File: config.mk
export PLATFORM = sky130hd
export DESIGN_NAME = regfile_mp
export DESIGN_NICKNAME = d
export VERILOG_FILES = /design/src/rtl/regfile_pkg.sv /design/src/rtl/regfile_clear_seq.sv /design/src/rtl/regfile_mp.sv
export SDC_FILE = /design/constraint.sdc
export NUM_CORES = 2
export LEC_CHECK = 0
export BUFFER_PORTS_ARGS = -buffer_cell sky130_fd_sc_hd__buf_2
export CAP_MARGIN = 25
export CORE_MARGIN = 1
export CORE_UTILIZATION = 37
export CTS_CLUSTER_DIAMETER = 60
export CTS_CLUSTER_SIZE = 16
export DETAILED_ROUTE_END_ITERATION = 8
export RECOVER_POWER = 25
export SLEW_MARGIN = 20
export SYNTH_ARGS = -nofsm -noshare
export SYNTH_HDL_FRONTEND = slang
export SYNTH_SLANG_ARGS = --single-unit
File: constraint.sdc
create_clock -name clk -period 3.6 [get_ports clk]
set_input_delay 0.9 -clock clk [delete_from_list [all_inputs] [get_ports clk]]
set_output_delay 0.9 -clock clk [all_outputs]
set_load 0.02 [all_outputs]
File: src/rtl/regfile_pkg.sv
// ============================================================================
// Module : regfile_pkg
// Brief  : Shared constants for the multi-port register file and its users.
// Rev    : 1.0 - initial release
// ============================================================================
`default_nettype none

package regfile_pkg;

  // Default datapath sizing, shared with decode and writeback.
  localparam int REGFILE_DATA_W = 32;
  localparam int REGFILE_ADDR_W = 5;

  localparam logic [0:0] ST_CLEAR = 1'b0;
  localparam logic [0:0] ST_RUN   = 1'b1;

endpackage : regfile_pkg

`default_nettype wire

File: src/rtl/regfile_clear_seq.sv
// ============================================================================
// Module : regfile_clear_seq
// Brief  : CLEAR/RUN sequencer that walks every entry once, writing zero.
// Rev    : 1.0 - initial release
// ============================================================================
`default_nettype none

module regfile_clear_seq
  import regfile_pkg::*;
#(
  parameter int ADDR_W = REGFILE_ADDR_W
) (
  input  logic              clk,
  input  logic              rst_n,
  input  logic              clear,
  output logic              ready,
  output logic              clr_we,
  output logic [ADDR_W-1:0] clr_addr
);

  localparam logic [ADDR_W-1:0] C_LAST = '1;

  logic [0:0]        r_state;
  logic [ADDR_W-1:0] r_clr_cnt;

  always_ff @(posedge clk or negedge rst_n) begin
    if (!rst_n) begin
      r_state   <= ST_CLEAR;
      r_clr_cnt <= '0;
    end else begin
      case (r_state)
        ST_CLEAR: begin
          // The counter is parked at zero on exit so it never wraps.
          if (r_clr_cnt == C_LAST) begin
            r_state   <= ST_RUN;
            r_clr_cnt <= '0;
          end else begin
            r_clr_cnt <= r_clr_cnt + 1'b1;
          end
        end
        ST_RUN: begin
          if (clear) begin
            r_state   <= ST_CLEAR;
            r_clr_cnt <= '0;
          end
        end
        default: begin
          r_state   <= ST_CLEAR;
          r_clr_cnt <= '0;
        end
      endcase
    end
  end

  assign ready    = (r_state == ST_RUN);
  assign clr_we   = (r_state == ST_CLEAR);
  assign clr_addr = r_clr_cnt;

endmodule : regfile_clear_seq

`default_nettype wire

File: src/rtl/regfile_mp.sv
// ============================================================================
// Module : regfile_mp
// Brief  : Two-write/two-read register file with hardwired zero and a
//          sequenced clear. Define REGFILE_BYPASS_EN for same-cycle
//          write-to-read forwarding.
// Rev    : 1.0 - initial release
// ============================================================================
`default_nettype none

module regfile_mp
  import regfile_pkg::*;
#(
  parameter int DATA_W   = REGFILE_DATA_W,
  parameter int ADDR_W   = REGFILE_ADDR_W,
  parameter int ZERO_REG = 1
) (
  input  logic              clk,
  input  logic              rst_n,
  input  logic              clear,
  output logic              ready,
  input  logic              we0,
  input  logic [ADDR_W-1:0] waddr0,
  input  logic [DATA_W-1:0] wdata0,
  input  logic              we1,
  input  logic [ADDR_W-1:0] waddr1,
  input  logic [DATA_W-1:0] wdata1,
  input  logic [ADDR_W-1:0] raddr0,
  output logic [DATA_W-1:0] rdata0,
  input  logic [ADDR_W-1:0] raddr1,
  output logic [DATA_W-1:0] rdata1
);

  localparam int DEPTH = 2 ** ADDR_W;

  logic [DATA_W-1:0] r_mem [DEPTH];

  logic              w_clr_we;
  logic [ADDR_W-1:0] w_clr_addr;
  logic              w_wok0;
  logic              w_wok1;
  logic              w_rok0;
  logic              w_rok1;
  logic              w_we0;
  logic              w_we1;
  logic [DATA_W-1:0] w_rd0;
  logic [DATA_W-1:0] w_rd1;

  regfile_clear_seq #(
    .ADDR_W (ADDR_W)
  ) u_clear_seq (
    .clk      (clk),
    .rst_n    (rst_n),
    .clear    (clear),
    .ready    (ready),
    .clr_we   (w_clr_we),
    .clr_addr (w_clr_addr)
  );

  generate
    if (ZERO_REG != 0) begin : g_zero_reg
      assign w_wok0 = (waddr0 != '0);
      assign w_wok1 = (waddr1 != '0);
      assign w_rok0 = (raddr0 != '0);
      assign w_rok1 = (raddr1 != '0);
    end else begin : g_plain_reg
      assign w_wok0 = 1'b1;
      assign w_wok1 = 1'b1;
      assign w_rok0 = 1'b1;
      assign w_rok1 = 1'b1;
    end
  endgenerate

  // ready is cleared asynchronously, so a write racing reset never commits.
  assign w_we0 = we0 & ready & w_wok0;
  assign w_we1 = we1 & ready & w_wok1;

  // Lane 1 is written last so it wins an address collision.
  always_ff @(posedge clk) begin
    if (w_clr_we && rst_n) begin
      r_mem[w_clr_addr] <= '0;
    end else begin
      if (w_we0) r_mem[waddr0] <= wdata0;
      if (w_we1) r_mem[waddr1] <= wdata1;
    end
  end

  always_comb begin
    w_rd0 = r_mem[raddr0];
`ifdef REGFILE_BYPASS_EN
    if (w_we0 && (waddr0 == raddr0)) w_rd0 = wdata0;
    if (w_we1 && (waddr1 == raddr0)) w_rd0 = wdata1;
`endif
  end

  always_comb begin
    w_rd1 = r_mem[raddr1];
`ifdef REGFILE_BYPASS_EN
    if (w_we0 && (waddr0 == raddr1)) w_rd1 = wdata0;
    if (w_we1 && (waddr1 == raddr1)) w_rd1 = wdata1;
`endif
  end

  assign rdata0 = (ready && w_rok0) ? w_rd0 : '0;
  assign rdata1 = (ready && w_rok1) ? w_rd1 : '0;

endmodule : regfile_mp

`default_nettype wire
After elaboration in Yosys (flattened, before gate mapping). Memories as Yosys holds them, arrays and structs flattened. Index checks and enable logic that the tools add are counted.

Bits in registers: 6. Latch bits: 0. Bits in writable memories: 1024. Bits in read-only memories: 0. Input port bits: 89. Output and inout bits: 65. Word-level logic and storage cells: 38. Memories kept: 1.

Memories: r_mem (depth 32, width 32, rd ports 2, clocked after Yosys merged registers in 0, wr ports 2, RTL line regfile_mp.sv:35) `logic [DATA_W-1:0] r_mem [DEPTH];`.

Add/subtract/negate cells: 1. $mul: 0. Divide/modulo/power cells: 0. $lt $le $gt $ge: 0. Equality and inequality tests: 2. Shift-type cells: 0. Multiplexer cells: 19. Bitwise operators: 5. Reduce and logical (&&, ||, !) cells: 8.

Operator list (number): $mux 32 (3); $reduce_or 32->1 (1); $reduce_bool 5->1 (4); $mux 5 (3); $mux 1 (11); $pmux 5 s2 (1); $add 5x1->5 const B (1); $eq 5x5->1 const B (1); $and 1x1->1 (4); $logic_and 1x1->1 (3); $ne 2x2->1 const B (1); $pmux 1 s2 (1); $not 1->1 (1).

Logic depth before layout (Yosys ltp).
Depth in word-level cells: 7. Gate-level depth with buffers: 8. Mapped depth without buffers: 6.

Hierarchy. From an unflattened synthesis, not the netlist that was laid out.

Cell total of the unflattened synthesis: 4254. Area, all modules: 61138.6 um2.

By module, submodules not included: regfile_mp (instances 1, cells an instance 4229, area each 60847.1 um2, sequential area each 30749.5 um2); regfile_clear_seq (instances 1, cells an instance 25, area each 291.5 um2, sequential area each 150.1 um2).

Worst setup path before layout. OpenSTA, ideal clock, no wires.

Path type: input -> register. Start: input port waddr0[3]. End: memory r_mem[12][0] (netlist name) (enable). Setup time: 0.428 ns. Arrival time: 3.334 ns. Required time: 3.172 ns. Slack: -0.162 ns. Stages on the path: 5. Path buffers: 1. Cell sequence: nor3_4 -> a21oi_2 -> buf_2 -> o32a_1 -> o21bai_1.

RTL lines: start: declaration (RTL line regfile_mp.sv:22) `input logic [ADDR_W-1:0] waddr0,`; end: declaration (RTL line regfile_mp.sv:35).

Worst setup path after layout.
Start: register u_clear_seq.r_state (netlist: u_clear_seq.ready). End: output port rdata0[16].

Cells in the longest elaborated chain, start to end: 2.

RTL lines: start: declaration (RTL line regfile_clear_seq.sv:23) `logic [0:0] r_state;`; start signal: assignment (RTL line regfile_clear_seq.sv:28) `r_state <= ST_CLEAR;`; start signal: assignment (RTL line regfile_clear_seq.sv:35) `r_state <= ST_RUN;`; start signal: assignment (RTL line regfile_clear_seq.sv:43) `r_state <= ST_CLEAR;`; $logic_and 1x1->1 (RTL line regfile_mp.sv:103) `assign rdata0 = (ready && w_rok0) ? w_rd0 : '0;`; $mux 32 (RTL line regfile_mp.sv:103); end: declaration (RTL line regfile_mp.sv:28) `output logic [DATA_W-1:0] rdata0,`.

Every way passes these cells.

==> results.yml <==
worst_setup_path:
  cp.required_ns: 2.70
  crit_arrival_ns: 3.07
  slowest_delay_ns: 0.62
  cp-end-kind: "primary output"
  crit_chain: "buf_6 -> nor4bb_4 -> clkbuf_16 -> buf_12 -> a22o_1 -> a31oi_1 -> nand4_1 -> buf_6"
  crit_slowest_cell: "dfrtp_4"
  worstSetupPathType: "flop to primary output"
  cp-start-kind: "flop"
  critPathMaxFanout: 7
  crit_top_cell: "buf_6"
drt:
  antenna_left: 0
  drt-initial-drc-count: 7959
  routedWlPerCell_um: 32.72
  drt-total-wl_mm: 248.0
  drc: 0
  firstDrtPassIters: 6
  viasPerCell: 6.363
  dr_total_vias: 48240
grt:
  grt_max_degree: 65
  overflow: 0
  grt_use_total: 0.2973
  antenna_found_initial: 12
  grt_pass1_vias: 45380
  grt_first_pass_wirelength_mm: 341.6
timing:
  relSlewSlack: 0.3889
  fin_ws_ns: -0.3651
  finalCritPeriodShare: 1.101
  fmax_mhz: 252.2
  rsz0062_at_grt: "true"
  skew_ns: 0.03643
  timing.setup.tns_ns: -12.85
  hold_viol: 0
  setup_viol: 63
  worstMarginPinSlew_ns: 0.9166
  period_needed_ns: 3.965
  maxSlewViolCount: 0
synthesis:
  syn_inst: 5347
  synth_area_mm2: 0.05904
  synth_edf_count: 1024
  synth_top_cell_by_area: "edfxtp_1"
  ys_seq_area_frac: 0.5234
  synthArstFlopShare: 0.005825
  synth.area.top_cells: "edfxtp_1 (52%), mux4_2 (9.6%), mux2i_1 (8.8%)"
  synth.top_cell.area_share: 0.5209
  yosysWarnings: 0
  syn_nets: 5438
  ys_ff_latch: 1030
  syn_avg_cell_area_um2: 11.04
  ys_types: 54
  synth_flop_cell: "edfxtp_1"
status:
  violations: "setup timing"
  status: "finished, violations left"
power:
  switching_share: 0.2936
  p_leak_nw: 24.56
  internal-power_mw: 22.01
  power_frac_comb: 0.180
  p_switching_mw: 9.149
  total_power_mw: 31.16
  p_seq_frac: 0.460
  clockPowerShare: 0.360
  p_per_area_mw_per_mm2: 444.5
  vdd_ir_drop_max_uv: 428.0
floorplanning:
  die_y_um: 401.4
  initial_core_util: 0.3727
  core_mm2: 0.1584
  dieArea_mm2: 0.1612
  num_rows: 146
  io-pin-count: 154
  die_w_um: 401.4
cells_and_area:
  fin_nets: 5516
  drive_gt1_frac: 0.2195
  area_growth_pct: 18.75
  stdcell_area_mm2: 0.07010
place:
  gp_congestion: 0.9138
  dpl_cell_area_mm2: 0.06525
  dp_hpwl_mm: 158.0
  io_buffer_count: 153
clock_tree:
  insertion_delay_ns: 0.76
  numCtsBuffers: 98
  root_buffer: "clkbuf_16"
  clock-sinks: 1030
  cts_tree: "yes"
  cts_max_level: 3
  path_clk_slew_ns: 0.07
  cts_buffer_depth: 3
job:
  maxCapViolations: 0
min_path:
  hold_path.class: "input pin to flop"
-- power groups by stage --
stage,Clock [mW],Sequential [mW],Combinational [mW]
2_1_floorplan,0,14.5,2.72
3_3_place_gp,0,14.6,5.10
5_1_grt,11.6,14.4,5.75
4_1_cts,11.2,14.3,5.34
6_report,11.2,14.3,5.62
3_5_place_dp,0,14.6,5.17
-- cell type report --
type | count | area (um2)
Antenna cell | 10 | 25.02
Clock buffer | 103 | 2514
Clock inverter | 71 | 842.1
Fill cell | 14140 | 88280
Inverter | 40 | 150.1
Multi-Input combinational cell | 3622 | 26290
Sequential cell | 1030 | 30900
Tap cell | 2072 | 2592
Timing Repair Buffer | 633 | 6790
-- registers in the layout, indices dropped and copies added, names as in the netlist --
| name | cells |
|---|---|
| u_clear_seq.clr_addr | 5 |
| r_mem | 1024 |
| u_clear_seq.ready | 1 |
-- repair_timing --
item	CTS	global route
setup endpoints to repair	64	64
cloned	2	4
hold buffers	1	0
hold endpoints to repair	6	0
buffers inserted	20	24
gates resized for setup	132	100
pin swaps	41	57
-- cell usage after synthesis (all sizes together), types with 31 or more instances --
cell type and number:
nand3 164, nand2 1096, mux4 252, clkbuf 355
inv 40, mux2i 521, edfxtp 1024, a21oi 36
buf 300, o21ai 994, a22oi 236, a22o 55
o21bai 31, nand4 58, a31oi 63
-- final timing paths --
kind	startpoint	to	slack, ns	cells after the start
setup reg to reg	u_clear_seq.ready	r_mem[30][8]	0.21	6
hold reg to reg	u_clear_seq.clr_addr[1]	u_clear_seq.clr_addr[1]	0.62	2
hold / removal	clear	u_clear_seq.clr_addr[3]	0.40	2
setup / recovery	u_clear_seq.ready	rdata0[16]	-0.37	8
min in group asynchronous	rst_n	u_clear_seq.clr_addr[3]	0.63	2
max in group asynchronous	rst_n	u_clear_seq.ready	2.62	2
-- layout by cell type (no fill, tap or decap), drive strengths merged, types with 8 or more instances in the layout --
| master | synthesis | routed |
|---|---|---|
| bufinv | 0 | 11 |
| edfxtp | 1024 | 1024 |
| buf | 300 | 626 |
| nand2 | 1096 | 1096 |
| clkbuf | 355 | 108 |
| o21ai | 994 | 994 |
| nand3 | 164 | 164 |
| nand4 | 58 | 58 |
| mux4 | 252 | 252 |
| o21bai | 31 | 31 |
| clkinv | 0 | 31 |
| clkinvlp | 0 | 8 |
| nor3 | 30 | 30 |
| a31oi | 63 | 63 |
| a22o | 55 | 55 |
| inv | 40 | 61 |
| diode | 0 | 10 |
| nor2b | 8 | 8 |
| a22oi | 236 | 236 |
| a21oi | 36 | 36 |
| mux2i | 521 | 521 |
| a32o | 8 | 8 |
| nor2 | 18 | 18 |
-- kinds of logic (layout without fill, tap and decap cells) --
| group | count (synthesis) | after routing | synth area share |
|---|---|---|---|
| AND/OR/NAND/NOR | 1407 | 1407 | 0.09898 |
| adder cells (fa/ha/maj) | 2 | 2 | 0.0004238 |
| buffers and inverters | 695 | 847 | 0.05271 |
| multiplexers | 773 | 773 | 0.1845 |
| XOR/XNOR | 2 | 2 | 0.0002968 |
| AO/OA/AOI/OAI | 1438 | 1438 | 0.1397 |
| other | 0 | 10 | 0 |
| flip-flops | 1030 | 1030 | 0.5234 |
-- worst max-delay path, delay by kind of cell, from the launching register on --
family / cells / cell delay (ns)
flip-flops: 1 / 0.62
AND/OR/NAND/NOR: 2 / 0.47
buffers and inverters: 4 / 0.80
AO/OA/AOI/OAI: 2 / 0.40
-- per-layer routing --
| layer | track usage | part of all wire |
|---|---|---|
| met1 | 0.3990 | 0.37 |
| met3 | 0.08162 | 0.14 |
| met4 | 0.1545 | 0.060 |
| met2 | 0.4377 | 0.43 |
| met5 | 0 | 0.00031 |
-- through the flow --
step	std cells	hold WS, ns	setup slack [ns]	utilization
after detailed placement	7355	0.5995	-0.5345	0.4120
after global routing	7573	0.4267	-0.3875	0.4425
after floorplan	5347	0.5617	-0.1623	-
final	7581	0.4008	-0.3651	0.4426
after CTS	7550	0.3863	-0.3120	0.4384
after global placement	7355	0.5895	-0.4566	0.4120
No activity file was read; power rests on OpenSTA's default activity.
